File: src/rtl/divider.sv
// Signed integer divider with valid/ack handshakes on every channel.
//
// Accepts a dividend on in1, then a divisor on in2, runs an unsigned restoring
// division of the operand magnitudes (one quotient bit per cycle, MSB first),
// corrects the sign, and presents the quotient on out1 until acknowledged.
// The quotient truncates toward zero. Divide by zero yields 0. The
// most-negative / -1 case wraps to the most-negative value.
//
// Ports:
//   clk       clock, all state changes on the rising edge
//   rst       synchronous active-high reset
//   in1       dividend (two's complement)
//   in1_stb   dividend valid, held by the sender until acknowledged
//   in1_ack   dividend accepted
//   in2       divisor (two's complement)
//   in2_stb   divisor valid, held by the sender until acknowledged
//   in2_ack   divisor accepted
//   out1      quotient (two's complement)
//   out1_stb  quotient valid
//   out1_ack  receiver accepted the quotient
module divider #(
  parameter int unsigned bits = 16
) (
  input  logic            clk,
  input  logic            rst,
  input  logic [bits-1:0] in1,
  input  logic            in1_stb,
  output logic            in1_ack,
  input  logic [bits-1:0] in2,
  input  logic            in2_stb,
  output logic            in2_ack,
  output logic [bits-1:0] out1,
  output logic            out1_stb,
  input  logic            out1_ack
);

  localparam int unsigned CntW = $clog2(bits + 1);

  typedef enum logic [2:0] {
    StGetA,
    StGetB,
    StDivide,
    StFix,
    StPut
  } state_e;

  state_e            state_q, state_d;
  logic              in1_ack_q, in1_ack_d;
  logic              in2_ack_q, in2_ack_d;
  logic              out1_stb_q, out1_stb_d;
  logic [bits-1:0]   out1_q, out1_d;
  // Dividend magnitude shifts out of the top while quotient bits shift in at the bottom.
  logic [bits-1:0]   quo_q, quo_d;
  logic [bits-1:0]   den_q, den_d;
  logic [bits-1:0]   rem_q, rem_d;
  logic [CntW-1:0]   cnt_q, cnt_d;
  logic              a_neg_q, a_neg_d;
  logic              neg_q, neg_d;

  logic [bits:0]     rem_shift;
  logic              rem_ge;

  // Unsigned magnitude; the most-negative value maps to 2^(bits-1), which fits.
  function automatic logic [bits-1:0] mag(input logic [bits-1:0] v);
    return v[bits-1] ? -v : v;
  endfunction

  assign rem_shift = {rem_q, quo_q[bits-1]};
  assign rem_ge    = rem_shift >= {1'b0, den_q};

  always_comb begin
    state_d    = state_q;
    in1_ack_d  = in1_ack_q;
    in2_ack_d  = in2_ack_q;
    out1_stb_d = out1_stb_q;
    out1_d     = out1_q;
    quo_d      = quo_q;
    den_d      = den_q;
    rem_d      = rem_q;
    cnt_d      = cnt_q;
    a_neg_d    = a_neg_q;
    neg_d      = neg_q;

    unique case (state_q)
      StGetA: begin
        in1_ack_d = 1'b1;
        if (in1_stb && in1_ack_q) begin
          in1_ack_d = 1'b0;
          quo_d     = mag(in1);
          a_neg_d   = in1[bits-1];
          state_d   = StGetB;
        end
      end
      StGetB: begin
        in2_ack_d = 1'b1;
        if (in2_stb && in2_ack_q) begin
          in2_ack_d = 1'b0;
          den_d     = mag(in2);
          neg_d     = a_neg_q ^ in2[bits-1];
          rem_d     = '0;
          cnt_d     = '0;
          state_d   = StDivide;
        end
      end
      StDivide: begin
        // Remainder stays below the divisor, so its low bits carry the whole difference.
        rem_d = rem_ge ? (rem_shift[bits-1:0] - den_q) : rem_shift[bits-1:0];
        quo_d = {quo_q[bits-2:0], rem_ge};
        cnt_d = cnt_q + CntW'(1);
        if (cnt_q == CntW'(bits - 1)) begin
          state_d = StFix;
        end
      end
      StFix: begin
        if (den_q == '0) begin
          out1_d = '0;
        end else begin
          out1_d = neg_q ? -quo_q : quo_q;
        end
        out1_stb_d = 1'b1;
        state_d    = StPut;
      end
      StPut: begin
        if (out1_ack && out1_stb_q) begin
          out1_stb_d = 1'b0;
          state_d    = StGetA;
        end
      end
      default: begin
        state_d = StGetA;
      end
    endcase
  end

  always_ff @(posedge clk) begin
    if (rst) begin
      state_q    <= StGetA;
      in1_ack_q  <= 1'b0;
      in2_ack_q  <= 1'b0;
      out1_stb_q <= 1'b0;
      out1_q     <= '0;
      quo_q      <= '0;
      den_q      <= '0;
      rem_q      <= '0;
      cnt_q      <= '0;
      a_neg_q    <= 1'b0;
      neg_q      <= 1'b0;
    end else begin
      state_q    <= state_d;
      in1_ack_q  <= in1_ack_d;
      in2_ack_q  <= in2_ack_d;
      out1_stb_q <= out1_stb_d;
      out1_q     <= out1_d;
      quo_q      <= quo_d;
      den_q      <= den_d;
      rem_q      <= rem_d;
      cnt_q      <= cnt_d;
      a_neg_q    <= a_neg_d;
      neg_q      <= neg_d;
    end
  end

  assign in1_ack  = in1_ack_q;
  assign in2_ack  = in2_ack_q;
  assign out1     = out1_q;
  assign out1_stb = out1_stb_q;

endmodule

File: config.mk
export PLATFORM = sky130hd
export DESIGN_NAME = divider
export DESIGN_NICKNAME = d
export VERILOG_FILES = /design/src/rtl/divider.sv
export SDC_FILE = /design/constraint.sdc
export NUM_CORES = 1
export LEC_CHECK = 0
export ABC_AREA = 1
export CAP_MARGIN = 30
export CELL_PAD_IN_SITES_DETAIL_PLACEMENT = 2
export CELL_PAD_IN_SITES_GLOBAL_PLACEMENT = 2
export CORE_AREA = 10 10 138 140
export CTS_CLUSTER_SIZE = 30
export DETAILED_ROUTE_END_ITERATION = 10
export DIE_AREA = 0 0 148 150
export GPL_TIMING_DRIVEN = 0
export PLACE_DENSITY_LB_ADDON = 0.15
export SLEW_MARGIN = 20
export SYNTH_ARGS = -nofsm -noshare
export SYNTH_HDL_FRONTEND = slang
export SYNTH_SLANG_ARGS = --single-unit
File: constraint.sdc
create_clock -name clk -period 3.3 [get_ports clk]
set_clock_uncertainty 0.05 [all_clocks]
set_input_delay 0.66 -clock clk [delete_from_list [all_inputs] [get_ports clk]]
set_output_delay 0.66 -clock clk [all_outputs]
set_load 0.005 [all_outputs]
### Word level (Yosys, flattened, before mapping)

Index checks and enable logic that the tools add are counted.

| word-level totals | value |
|---|---|
| output and inout bits | 19 |
| input port bits | 37 |
| register bits after elaboration | 77 |
| word-level logic and storage cells | 61 |

| operators by class | value |
|---|---|
| equality and inequality tests | 9 |
| magnitude comparators | 1 |
| bitwise operators | 1 |
| reductions and logical operators | 14 |
| muxes and demuxes | 20 |
| add/sub/neg operators | 5 |

Operators by type and width:

| operator | number |
|---|---|
| 16-bit 2-to-1 mux | 7 |
| 16-bit case mux with 2 select lines | 2 |
| 16-bit negation | 3 |
| 17-bit by 16-bit >= comparator with 1-bit output | 1 |
| 16-bit logical NOT | 1 |
| 16-bit subtractor | 1 |
| 3-bit case mux with 5 select lines | 1 |
| 3-bit 2-to-1 mux | 4 |
| 5-bit case mux with 2 select lines | 1 |
| 2-bit AND reduction | 5 |
| 2-bit != test (second input constant) | 4 |
| 3-bit by 2-bit equality test with 1-bit output (second input constant) | 2 |
| 2-bit nonzero test | 3 |
| 5-bit by 1-bit adder with 5-bit output (second input constant) | 1 |
| 5-bit by 4-bit equality test with 1-bit output (second input constant) | 1 |
| 5-bit 2-to-1 mux | 1 |
| 4-bit AND reduction | 1 |
| 3-bit by 1-bit equality test with 1-bit output (second input constant) | 1 |
| 3-bit equality test (second input constant) | 1 |
| 1-bit logical AND | 3 |
| 3-bit logical NOT | 1 |
| 1-bit 2-to-1 mux | 3 |
| 1-bit case mux with 2 select lines | 1 |
| 1-bit bitwise XOR | 1 |

### Logic depth before layout (Yosys ltp)

| depth | value |
|---|---|
| word-level depth | 4 |
| depth in mapped cells | 14 |
| mapped depth without buffers | 14 |

### Worst setup path before layout

OpenSTA, ideal clock, no wires.

| timing path | value |
|---|---|
| path type | input -> register |
| start | in in1[1] |
| end | reg quo_q[14] |
| arrival time | 1.711 ns |
| stages | 11 |
| data required time | 3.118 ns |
| slack | 1.406 ns |
| path buffers | 0 |
| setup time | 0.132 ns |
| path through | inv_1 -> ha_1 -> inv_1 -> nor3_2 -> nand4_1 -> nor2_1 -> nand2_1 -> nand2_1 -> nand2_1 -> nand3_1 -> a21oi_1 |

| on the way | value |
|---|---|
| longest elaborated chain between the ends | 4 |

Ends and longest elaborated chain:

| what | line | source |
|---|---|---|
| start, declared | 26 | `input logic [bits-1:0] in1,` |
| 16-bit negation | 65 | `return v[bits-1] ? -v : v;` |
| 16-bit 2-to-1 mux | 65 |  |
| 16-bit 2-to-1 mux | 87 | `if (in1_stb && in1_ack_q) begin` |
| 16-bit case mux with 2 select lines | 84 | `unique case (state_q)` |
| end signal, assigned | 154 | `quo_q <= quo_d;` |
| end, declared | 53 | `logic [bits-1:0] quo_q, quo_d;` |

No other way between the ends. The select of a mux whose other input is x is not followed.
A chain may end at the register's enable or synchronous reset.

### Final worst setup path

| timing path | value |
|---|---|
| start | in in1[0] |
| end | reg quo_q[14] |

The elaborated chain is that of the path after synthesis.

==> impl_metrics.yaml <==
yosys:
  synth_top_area_frac: 0.281
  synth_top_area_cell: "dfxtp_1"
  syn_nets: 902
  synthArstFlopShare: 0
  avgSynthCellArea_um2: 6.50
  synth_most_common_cell: "nand2_1"
  synth_seq_cells: 77
  synth_area_mm2: 0.00548
  synth_edf_count: 0
  synth_cell_types: 45
  ys_warn_count: 0
  ys_seq_area_frac: 0.281
  synthCells: 843
  synth_common_cells: "nand2_1 (211), inv_1 (114), dfxtp_1 (77), nand3_1 (76), a21oi_1 (73)"
  synthFlopType: "dfxtp_1"
  synthTopCellsByArea: "dfxtp_1 (28%), nand2_1 (14%), inv_1 (7.8%), nand3_1 (6.9%), a21oi_1 (6.7%)"
setup_path:
  worst-endpoint-required_ns: 3.47
  path_class: "in2reg"
  worstPathMaxFanout: 4
  startpoint_type: "primary input"
  crit_path_end_kind: "flop"
  cp_slowest_cell: "clkdlybuf4s50_1"
  cp_cell_sequence: "clkdlybuf4s50_1 > inv_2 > ha_1 > inv_1 > nor3_2 > nand4_1 > nor2_1 > nand2_1 > nand2_1 > nand2_1 > nand3_1 > a21oi_1"
  cpPeakStageDelay_ns: 0.48
  critPathMostFrequentCell: "nand2_1"
  crit_arrival_ns: 2.59
power_and_ir_drop:
  intPower_mw: 2.03
  power_density_mw_per_mm2: 542
  power_frac_comb: 0.428
  power_leakage_nw: 2.88
  power.share.sequential: 0.296
  power.switching_mw: 1.54
  ir_drop_mv: 0.239
  p_sw_frac: 0.431
  clock_power_share: 0.277
timing:
  fmax_ghz: 0.413
  slew_viol_final: 0
  rsz0062_at_grt: "no"
  worst_slew_pin_slew_ns: 0.799
  relSlewSlack: 0.467
  hold_viol: 0
  setup_viol: 0
  fin_crit_sh: 0.734
  setup-tns-final_ns: 0
  finalCriticalPeriod_ns: 2.42
cells_and_area:
  nets: 967
  num-fill-cells: 2055
  syn2layout_area_growth_pct: 20.0
  antenna_cells: 0
  final_util: 0.403
  drive_above_1_share: 0.104
floorplanning:
  rows: 47
  initial_core_util: 0.335
  core_mm2: 0.0163
  die_x_um: 148
  die_area_mm2: 0.0222
  die_y_um: 150
  ioPinCount: 56
global_route:
  antenna_found_initial: 0
  grt_start_max_net_pins: 16
  grt_pass1_wl_mm: 34.5
  grt_pass1_vias: 6507
  grt_usage: 0.192
  grt_overflow: 0
route:
  drt_pass1_iterations: 4
  ant_nets: 0
  drt-initial-drc-count: 250
  wl_mm: 21.2
  drc: 0
  wl_per_cell_um: 18.7
  num_vias: 5865
  vias_per_cell: 5.18
hold_path:
  min_path_type: "reg2reg"
placed_design:
  place_congestion: 0.866
  io_buffers: 54
  dp_hpwl_mm: 16.9
clock_network:
  cts_made_buffers: 9
  clk_latency_ns: 0.35
  post_cts_buffers: 0
  cts_tree: "built"
  clock-root-buffer: "clkbuf_16"
  cts-htree-levels: 3
  cts_num_sinks: 77
  post_cts_resized: 0
  cts_hold_buffers: 0
  clk_pin_slew_ns: 0.07
  cts.path.max_buffers: 2
outcome:
  status: "completed"
job:
  drv_cap: 0
[area by class of cell]
| cell class | instances | area (um^2) | share of cell area |
|---|---|---|---|
| flip-flops and latches | 77 | 1540 | 0.234 |
| repair buffers | 54 | 541 | 0.0821 |
| multi-input cells | 617 | 3340 | 0.508 |
| clock buffers | 9 | 225 | 0.0342 |
| inverters | 121 | 454 | 0.0690 |
| clock inverters | 7 | 57.6 | 0.00875 |
| well taps | 220 | 275 | 0.0418 |
| plain buffers | 28 | 146 | 0.0222 |
[per-stage QoR]
stage,total power [mW],hold WS [ns],area (um^2),worst slack (ns),std cells
CTS,3.58,0.427,6580,0.900,1133
floorplan,2.10,0.390,5480,1.41,843
finish,3.56,0.425,6580,0.879,1133
global placement,2.49,0.398,6300,0.637,1117
global route,3.79,0.454,6580,0.662,1133
detailed placement,2.57,0.419,6300,0.545,1117
[cell usage in the layout (no fill, tap or decap), types with 8 or more instances in the layout]
| master | count |
|---|---|
| nand2_1 | 211 |
| inv_1 | 114 |
| dfxtp_1 | 77 |
| nand3_1 | 76 |
| a21oi_1 | 73 |
| nor2_1 | 58 |
| clkdlybuf4s50_1 | 54 |
| o21ai_0 | 30 |
| ha_1 | 21 |
| nand2_2 | 18 |
| nand3b_1 | 16 |
| nand4_1 | 14 |
| clkbuf_1 | 13 |
| nand3_2 | 13 |
| a22oi_1 | 11 |
| xor2_1 | 11 |
| a21oi_2 | 10 |
| buf_2 | 9 |
| xnor2_1 | 9 |
| clkbuf_16 | 9 |
| nor3_1 | 8 |
[power by group through the flow]
stage	registers (mW)	logic, mW	clock network, mW
after floorplan	1.05	1.05	0
after global placement	1.07	1.42	0
after detailed placement	1.07	1.50	0
after CTS	1.05	1.53	0.998
after global routing	1.06	1.69	1.04
final	1.05	1.52	0.986
[routing by layer]
layer  GRT usage  routed length [um]  vias up
met1       0.255               10400     2896
met3      0.0305                 582       14
li1            -                   -     2873
met5           0                   0        -
met4      0.0426                 214        0
met2       0.319               10000       82
[worst max-delay path, delay by kind of cell]
family,cells,cell delay (ns)
AND/OR/NAND/NOR,7,1.05
adder cells (fa/ha/maj),1,0.17
buffers and inverters,3,0.64
AO/OA/AOI/OAI,1,0.07
[path summary, 6_finish.rpt]
check                                            start  slack [ns]                     end  cells after the start
worst min-delay path             out1[14]$_SDFFE_PP0P_        0.43   out1[14]$_SDFFE_PP0P_                      2
worst max register to register  quo_q[15]$_SDFFE_PP0P_        0.93  rem_q[12]$_SDFFE_PP0P_                     13
worst max-delay path                            in1[0]        0.88  quo_q[14]$_SDFFE_PP0P_                     12
worst min register to register   out1[14]$_SDFFE_PP0P_        0.43   out1[14]$_SDFFE_PP0P_                      2
[cells by family after synthesis]
family | after synthesis | synth area share
AND/OR/NAND/NOR | 436 | 0.381
adder cells (fa/ha/maj) | 22 | 0.0516
XOR/XNOR | 20 | 0.0319
flip-flops | 77 | 0.281
buffers and inverters | 149 | 0.110
AO/OA/AOI/OAI | 139 | 0.145
[state kept, by name (all words and copies together) (netlist names)]
name	cells
neg_q	1
a_neg_q	1
state_q	3
rem_q	16
out1_stb	1
in2_ack	1
in1_ack	1
den_q	16
out1	16
cnt_q	5
quo_q	16
(Power assumes the default switching activity.)
